### src/rtl/serial_nibble_rx_if.sv
// Serial nibble receiver bus: serial input side plus the FIFO read side.
interface serial_nibble_rx_if #(
  parameter int DEPTH = 4
);
  localparam int CW = $clog2(DEPTH) + 1;

  logic          enb;
  logic          s_in;
  logic          dir;
  logic          ready;
  logic [3:0]    q;
  logic          valid;
  logic          par_err;
  logic          frm_err;
  logic          overrun;
  logic [CW-1:0] count;

  modport master (
    output enb, s_in, dir, ready,
    input  q, valid, par_err, frm_err, overrun, count
  );

  modport slave (
    input  enb, s_in, dir, ready,
    output q, valid, par_err, frm_err, overrun, count
  );
endinterface

### src/rtl/serial_nibble_rx.sv
// Serial nibble receiver: start(1), 4 data bits, optional even parity, stop(0).
// Received words go into a small FIFO with parity flag, overrun and framing status.
module serial_nibble_rx #(
  parameter int PARITY_EN = 1,
  parameter int DEPTH     = 4
) (
  input  logic             clk,
  input  logic             rst,
  serial_nibble_rx_if.slave bus
);
  localparam int AW = $clog2(DEPTH);
  localparam int CW = AW + 1;

  typedef enum logic [1:0] {IDLE, DATA, PARITY, STOP} state_t;

  state_t        state, state_nx;
  logic [1:0]    bit_cnt;
  logic [3:0]    shreg;
  logic          dir_lat;
  logic          perr;
  logic          push_req;
  logic          frm_set;
  logic          frm_q;

  logic [4:0]    mem [DEPTH];
  logic [AW-1:0] wr_ptr, rd_ptr;
  logic [CW-1:0] cnt;
  logic          ovr;
  logic          valid;
  logic          full;
  logic          pop;
  logic          wr_en;
  logic          drop;

  // Frame state register
  always_ff @(posedge clk) begin
    if (rst) state <= IDLE;
    else     state <= state_nx;
  end

  // Next-state decode; only edges with enb set advance the frame
  always_comb begin
    state_nx = state;
    push_req = 1'b0;
    frm_set  = 1'b0;
    if (bus.enb) begin
      case (state)
        IDLE:    if (bus.s_in) state_nx = DATA;
        DATA:    if (bit_cnt == 2'd3) state_nx = (PARITY_EN != 0) ? PARITY : STOP;
        PARITY:  state_nx = STOP;
        STOP: begin
          state_nx = IDLE;
          if (bus.s_in) frm_set  = 1'b1;
          else          push_req = 1'b1;
        end
        default: state_nx = IDLE;
      endcase
    end
  end

  // Bit counter, shift data, latched bit order and parity result
  always_ff @(posedge clk) begin
    if (rst) begin
      bit_cnt <= '0;
      shreg   <= '0;
      dir_lat <= 1'b0;
      perr    <= 1'b0;
    end else if (bus.enb) begin
      case (state)
        IDLE: if (bus.s_in) begin
          bit_cnt <= '0;
          dir_lat <= bus.dir;
          perr    <= 1'b0;
        end
        DATA: begin
          bit_cnt <= bit_cnt + 2'd1;
          shreg   <= dir_lat ? {bus.s_in, shreg[3:1]} : {shreg[2:0], bus.s_in};
        end
        PARITY:  perr <= (^shreg) ^ bus.s_in;
        default: ;
      endcase
    end
  end

  // Framing error pulse: high only for the cycle after a bad stop sample
  always_ff @(posedge clk) begin
    if (rst) frm_q <= 1'b0;
    else     frm_q <= frm_set;
  end

  assign valid = (cnt != '0);
  assign full  = (cnt == CW'(DEPTH));
  assign pop   = valid && bus.ready;
  // When full, a simultaneous pop frees the slot being written (wr_ptr == rd_ptr)
  assign wr_en = push_req && (!full || pop);
  assign drop  = push_req && full && !pop;

  // FIFO pointers, occupancy and sticky overrun
  always_ff @(posedge clk) begin
    if (rst) begin
      wr_ptr <= '0;
      rd_ptr <= '0;
      cnt    <= '0;
      ovr    <= 1'b0;
    end else begin
      if (wr_en) wr_ptr <= wr_ptr + AW'(1);
      if (pop)   rd_ptr <= rd_ptr + AW'(1);
      if (drop)  ovr    <= 1'b1;
      case ({wr_en, pop})
        2'b10:   cnt <= cnt + CW'(1);
        2'b01:   cnt <= cnt - CW'(1);
        default: cnt <= cnt;
      endcase
    end
  end

  // FIFO storage: {data, parity error}
  always_ff @(posedge clk) begin
    if (wr_en && !rst) mem[wr_ptr] <= {shreg, perr};
  end

  assign bus.valid   = valid;
  assign bus.q       = valid ? mem[rd_ptr][4:1] : '0;
  assign bus.par_err = valid ? mem[rd_ptr][0]   : 1'b0;
  assign bus.count   = cnt;
  assign bus.overrun = ovr;
  assign bus.frm_err = frm_q;
endmodule
### src/flat_wrapper.sv
// flat-port wrapper written by rule: the top's interface ports become plain ports
module serial_nibble_rx_flat 
#(
  parameter int PARITY_EN = 1,
  parameter int DEPTH     = 4
)
  (clk, rst, bus_enb, bus_s_in, bus_dir, bus_ready, bus_q, bus_valid, bus_par_err, bus_frm_err, bus_overrun, bus_count);
  serial_nibble_rx_if #(.DEPTH(DEPTH)) bus_i ();
  input  logic clk;
  input  logic rst;
  input wire logic [$bits(bus_i.enb)-1:0] bus_enb;
  input wire logic [$bits(bus_i.s_in)-1:0] bus_s_in;
  input wire logic [$bits(bus_i.dir)-1:0] bus_dir;
  input wire logic [$bits(bus_i.ready)-1:0] bus_ready;
  output wire logic [$bits(bus_i.q)-1:0] bus_q;
  output wire logic [$bits(bus_i.valid)-1:0] bus_valid;
  output wire logic [$bits(bus_i.par_err)-1:0] bus_par_err;
  output wire logic [$bits(bus_i.frm_err)-1:0] bus_frm_err;
  output wire logic [$bits(bus_i.overrun)-1:0] bus_overrun;
  output wire logic [$bits(bus_i.count)-1:0] bus_count;
  assign bus_i.enb = bus_enb;
  assign bus_i.s_in = bus_s_in;
  assign bus_i.dir = bus_dir;
  assign bus_i.ready = bus_ready;
  assign bus_q = bus_i.q;
  assign bus_valid = bus_i.valid;
  assign bus_par_err = bus_i.par_err;
  assign bus_frm_err = bus_i.frm_err;
  assign bus_overrun = bus_i.overrun;
  assign bus_count = bus_i.count;
  serial_nibble_rx #(.PARITY_EN(PARITY_EN), .DEPTH(DEPTH)) u_core (.clk(clk), .rst(rst), .bus(bus_i));
endmodule
### config.mk
export PLATFORM = sky130hd
export DESIGN_NAME = serial_nibble_rx_flat
export DESIGN_NICKNAME = d
export VERILOG_FILES = /design/src/rtl/serial_nibble_rx_if.sv /design/src/rtl/serial_nibble_rx.sv /design/src/flat_wrapper.sv
export SDC_FILE = /design/constraint.sdc
export NUM_CORES = 1
export LEC_CHECK = 0
export BUFFER_PORTS_ARGS = -buffer_cell sky130_fd_sc_hd__buf_4
export CAP_MARGIN = 5
export CORE_MARGIN = 3
export CORE_UTILIZATION = 52
export DETAILED_ROUTE_END_ITERATION = 10
export GPL_TIMING_DRIVEN = 0
export PLACE_DENSITY = 0.74
export SYNTH_ARGS = -nofsm -noshare
export SYNTH_HDL_FRONTEND = slang
export SYNTH_SLANG_ARGS = --single-unit
### constraint.sdc
create_clock -name clk -period 2 [get_ports clk]
set_input_delay 0.1 -clock clk [delete_from_list [all_inputs] [get_ports clk]]
set_output_delay 0.1 -clock clk [all_outputs]
set_load 0.05 [all_outputs]
-- After elaboration in Yosys (flattened, before gate mapping)
Memory sizes are Yosys's and may differ from the RTL's. A register that Yosys moved wholly into a read port is not among the register bits.
Index checks and enable logic that the tools add are counted.
- register bits after elaboration: 19
- memory bits (writable): 20
- input port bits: 6
- output and inout bits: 11
- word-level logic and storage cells: 68
- memories: 1
- add/subtract/negate cells: 5
- equality and inequality tests: 9
- multiplexer cells: 19
- bitwise logic cells: 3
- reduce and logical (&&, ||, !) cells: 21
- memory list (memory ; depth ; width ; rd ports ; clocked after memory_dff ; wr ports ; RTL line ; RTL):
    u_core.mem ; 4 ; 5 ; 1 ; 1 ; 1 ; serial_nibble_rx.sv:25 ; logic [4:0] mem [DEPTH];
- operators by type and width (operator ; number):
    $reduce_and A3 Y1 ; 4
    $mux W2 ; 5
    $eq A2 B2 Y1 const B ; 4
    $mux W1 ; 8
    $mux W4 ; 2
    $pmux W2 S4 ; 1
    $add A2 B1 Y2 const B ; 3
    $pmux W3 S2 ; 1
    $reduce_bool A2 Y1 ; 3
    $logic_and A1 B1 Y1 ; 5
    $eq A2 B1 Y1 const B ; 2
    $pmux W2 S2 ; 1
    $reduce_xor A4 Y1 ; 1
    $add A3 B1 Y3 const B ; 1
    $eq A3 B3 Y1 const B ; 1
    $logic_not A1 Y1 ; 3
    $reduce_bool A3 Y1 ; 1
    $reduce_or A3 Y1 ; 1
    $sub A3 B1 Y3 const B ; 1
    $logic_not A2 Y1 ; 1
    $ne A2 B1 Y1 const B ; 1
    $ne A2 B2 Y1 const B ; 1
    $not A1 Y1 ; 2
    $pmux W1 S2 ; 1
    3 further kinds ; 3

-- Longest topological paths before layout
- depth after elaboration: 7
- depth in mapped cells: 8
- gate-level depth less buffers: 8

-- Least setup slack after synthesis
Ideal clock, no wire load.
- kind: register -> register
- start point: register u_core.cnt[1] (netlist: u_core.bus.count[1])
- end point: register u_core.cnt[2] (netlist: u_core.bus.count[2])
- setup time: 132 ps
- data arrival time: 2244 ps
- required time: 1868 ps
- setup slack: -376 ps
- cell stages (with the launch flop): 9
- path buffers: 1
- clock period less this slack: 2376 ps
- path through: dfxtp_1 buf_6 o31a_1 and2_4 inv_1 fa_1 or3_1 a31oi_1 a21oi_1
- longest elaborated chain between the ends: 6
- elaborated cells on any way between the ends: 12
- those cells by class: add/sub (2); eq/ne (3); mux (1); reduce/logical (6)
- RTL lines (item ; RTL line ; RTL):
    start, declared ; serial_nibble_rx.sv:27 ; logic [CW-1:0] cnt;
    start signal, assigned ; serial_nibble_rx.sv:110 ; 2'b10: cnt <= cnt + CW'(1);
    start signal, assigned ; serial_nibble_rx.sv:111 ; 2'b01: cnt <= cnt - CW'(1);
    start signal, assigned ; serial_nibble_rx.sv:112 ; default: cnt <= cnt;
    $eq A3 B3 Y1 or $reduce_bool A3 Y1 (tied branches) ; serial_nibble_rx.sv:92, serial_nibble_rx.sv:91 ;
    $logic_not A1 Y1 or $logic_and A1 B1 Y1 (tied branches) ; serial_nibble_rx.sv:95, serial_nibble_rx.sv:93 ;
    $logic_or A1 B1 Y1 ; serial_nibble_rx.sv:95 ; assign wr_en = push_req && (!full || pop);
    $logic_and A1 B1 Y1 ; serial_nibble_rx.sv:95 ;
    $eq A2 B1 Y1 or $eq A2 B2 Y1 (tied branches) ; serial_nibble_rx.sv:109 ; case ({wr_en, pop})
    $pmux W3 S2 or $reduce_bool A2 Y1 (tied branches) ; n/a ;
Parallel ways exist; a longest one is shown, timed or not.
A chain may end at the register's enable or synchronous reset.

-- Worst setup path in the final report
Ends and elaborated chain as after synthesis.

==> flow_summary.json <==
{
  "multiInputGateArea_um2": 838,
  "worstSetupStartpoint": "u_core.bus.count[1]",
  "placementRows": 21,
  "cts_tree": "done",
  "r2r_slack_ns": 0.05,
  "io_pins": 17,
  "cp.required_ns": 2.15,
  "drv_slew": 0,
  "wire_per_inst_um": 14.2,
  "synth_top_cell_by_area": "edfxtp_1",
  "end_kind": "register",
  "min_period_ns": 1.95,
  "fmax_mhz": 514,
  "vias_per_cell": 5.53,
  "synth.top_cell.area_share_pct": 31.2,
  "fin_worst_skew_ns": 0.00600,
  "endpoint": "u_core.bus.count[2]",
  "globalRouteTotalUtil_pct": 15.8,
  "area_growth_syn_to_layout_pct": 15.2,
  "worstMarginPinSlew_ns": 0.693,
  "crit_fanout": 9,
  "cap_viol_max_count": 0,
  "core-area_um2": 3440,
  "drt_pass1_iterations": 4,
  "arrival_ns": 2.10,
  "root_buffer": "clkbuf_8",
  "n_antenna_cell": 0,
  "fin_crit_sh_pct": 97.3,
  "r2r_start": "u_core.bus.count[1]",
  "fillCellCount": 256,
  "setup_violations": 0,
  "status": "complete, no violations",
  "ys_seq_elements": 41,
  "power_density_nw_per_um2": 712,
  "clk_latency_ns": 0.29,
  "syn_area_um2": 1920,
  "place_congestion": 0.765,
  "cts.path.max_buffers": 2,
  "drive_gt1_share_pct": 24.7,
  "finalHoldViolations": 0,
  "vdd_drop_max_v": 0.000360,
  "grt_pass1_wl_um": 5140,
  "relSlewSlack_pct": 53.4,
  "cts_inserted_buffers": 5,
  "synth_seq_area_share_pct": 53.1,
  "grt_max_degree": 14,
  "nets": 198,
  "antenna_found_initial": 0,
  "dp_hpwl_um": 2410,
  "fin_cells": 228,
  "routed_wl_um": 3230,
  "dp_cells": 218,
  "ys_types": 43,
  "register_area_um2": 1030,
  "rr_endpoint": "u_core.bus.count[2]",
  "io_buffers": 14,
  "grt_overflow": 0,
  "numClockSinks": 41,
  "die_h_um": 66.8,
  "die-area_um2": 4470,
  "synth_area_per_cell_um2": 12.2,
  "p_leak_nw": 0.856,
  "grt_pass1_vias": 1166,
  "drtIter0Drc": 43,
  "hold_path_class": "in2reg",
  "start_util_pct": 55.9,
  "die-width_um": 66.8,
  "drc": 0,
  "clk_pin_slew_ns": 0.07,
  "path_class": "reg2reg",
  "ant_nets": 0,
  "hold_slack_ns": 0.0682,
  "rsz0062_at_grt": "true",
  "synth_fp_nets": 175,
  "yosys_warnings": 0,
  "reg2reg_depth": 8,
  "htreeDepth": 2,
  "cp-start-kind": "register",
  "ys_top_cells_by_area": "edfxtp_1, dfxtp_1, ha_1, mux4_2, mux2i_1",
  "vias": 1260,
  "syn_inst": 158
}
[critical path, stage by stage (launching register included)]
cell and delay [ns]:
dfxtp_4 0.35, buf_6 0.12, o31a_1 0.16, and2_4 0.15, inv_1 0.04, fa_2 0.36, or3_4 0.38, a31oi_1 0.15
a21oi_1 0.09
[power by group]
| part | switching [mW] | total, mW | internal, mW |
|---|---|---|---|
| combinational | 0.0887 | 0.159 | 0.0701 |
| sequential | 0.0218 | 0.914 | 0.892 |
| clock | 0.265 | 0.505 | 0.240 |
[flip-flops by register name, summed over array words and instances (netlist names), named ones only]
name                count
u_core.state            2
u_core.mem             20
u_core.bus.overrun      1
u_core.bit_cnt          2
u_core.perr             1
u_core.wr_ptr           2
u_core.shreg            4
u_core.bus.count        3
u_core.rd_ptr           2
u_core.dir_lat          1
u_core.bus.frm_err      1
[per-layer routing]
| metal | GRT usage, % | part of all wire, % | wire length [µm] |
|---|---|---|---|
| met5 | 0 | 0 | 0 |
| met4 | 7.61 | 1.6 | 53 |
| met3 | 3.88 | 5.7 | 184 |
| met2 | 26.0 | 49 | 1600 |
| met1 | 19.5 | 43 | 1400 |
[cell families (layout without fill, tap and decap cells)]
family / count (synthesis) / after routing / share of synthesized area (%)
xor+xnor: 6 / 6 / 3.45
flops: 41 / 41 / 53.1
compound gates: 24 / 24 / 8.06
buf+inv: 18 / 42 / 4.03
mux: 13 / 13 / 10.1
simple gates: 45 / 45 / 13.8
fa+ha+maj: 11 / 11 / 7.54
[cells in the final DEF (no fill, tap or decap), drive strengths merged, types with 2 or more instances in the layout]
master   n
a211oi   5
a21oi    8
a31oi    2
and2     2
and3     4
buf     22
clkbuf   7
clkinv   2
dfxtp   21
edfxtp  20
ha      10
inv     10
mux2i    7
mux4     5
nand2    3
nand2b   2
nand3    3
nor2    14
nor2b    5
nor3     3
o21ai    3
or3      2
xnor2    3
xor2     2
[repair_timing]
action,CTS,global route
setup buffers,2,1
setup endpoints to repair,1,11
hold buffers,0,0
resized for setup,3,1
pin swaps,1,2
[per-stage QoR]
| stage | area, µm² | TNS, ns | total power [mW] | util (%) | worst slack, ns |
|---|---|---|---|---|---|
| 3_5_place_dp | 2100 | -0.111 | 1.09 | 61.0 | -0.111 |
| 2_1_floorplan | 1940 | -0.0794 | 1.05 | - | -0.0794 |
| 5_1_grt | 2220 | -0.0122 | 1.64 | 64.4 | -0.0122 |
| 4_1_cts | 2210 | 0 | 1.59 | 64.2 | 0.0503 |
| 3_3_place_gp | 2100 | -0.0422 | 1.08 | 61.0 | -0.0422 |
| 6_report | 2220 | 0 | 1.58 | 64.4 | 0.0537 |
[how the worst min path moves through the flow]
stage | from | to | slack, ns | cells after the start
2_1_floorplan | bus_dir | u_core.dir_lat | 0.24 | 2
3_3_place_gp | bus_dir | u_core.dir_lat | 0.34 | 3
3_5_place_dp | bus_dir | u_core.dir_lat | 0.37 | 3
4_1_cts | bus_dir | u_core.dir_lat | 0.07 | 3
5_1_grt | bus_dir | u_core.dir_lat | 0.08 | 3
6_report | bus_dir | u_core.dir_lat | 0.07 | 3
[cells in the mapped netlist, drive strengths merged]
| master | count |
|---|---|
| nand3b | 1 |
| mux2 | 1 |
| edfxtp | 20 |
| and2 | 2 |
| nand3 | 3 |
| nand2b | 2 |
| o211ai | 1 |
| or4b | 1 |
| xor2 | 2 |
| a211oi | 5 |
| and3 | 4 |
| o2111ai | 1 |
| a32oi | 1 |
| xnor2 | 3 |
| o21ai | 3 |
| a311oi | 1 |
| or3 | 2 |
| and4 | 1 |
| a21o | 1 |
| nor2 | 14 |
| mux2i | 7 |
| a31oi | 2 |
| xnor3 | 1 |
| inv | 10 |
| ha | 10 |
| o31a | 1 |
| buf | 5 |
| mux4 | 5 |
| dfxtp | 21 |
| nor4 | 1 |
| a21oi | 8 |
| nand2 | 3 |
| nor4b | 1 |
| fa | 1 |
| clkbuf | 3 |
| nor3 | 3 |
| and3b | 1 |
| nand4 | 1 |
| nor2b | 5 |
[area by class of cell]
| class | count | share of cell area (%) |
|---|---|---|
| buffer | 7 | 1.64 |
| clock buffer | 5 | 3.10 |
| clock inverter | 3 | 0.790 |
| inverter | 10 | 1.69 |
| multi-input combinational | 99 | 37.8 |
| sequential | 41 | 46.6 |
| tap | 46 | 2.60 |
| timing repair buffer | 17 | 5.76 |
Note: power is estimated with default switching activity, not from simulation.
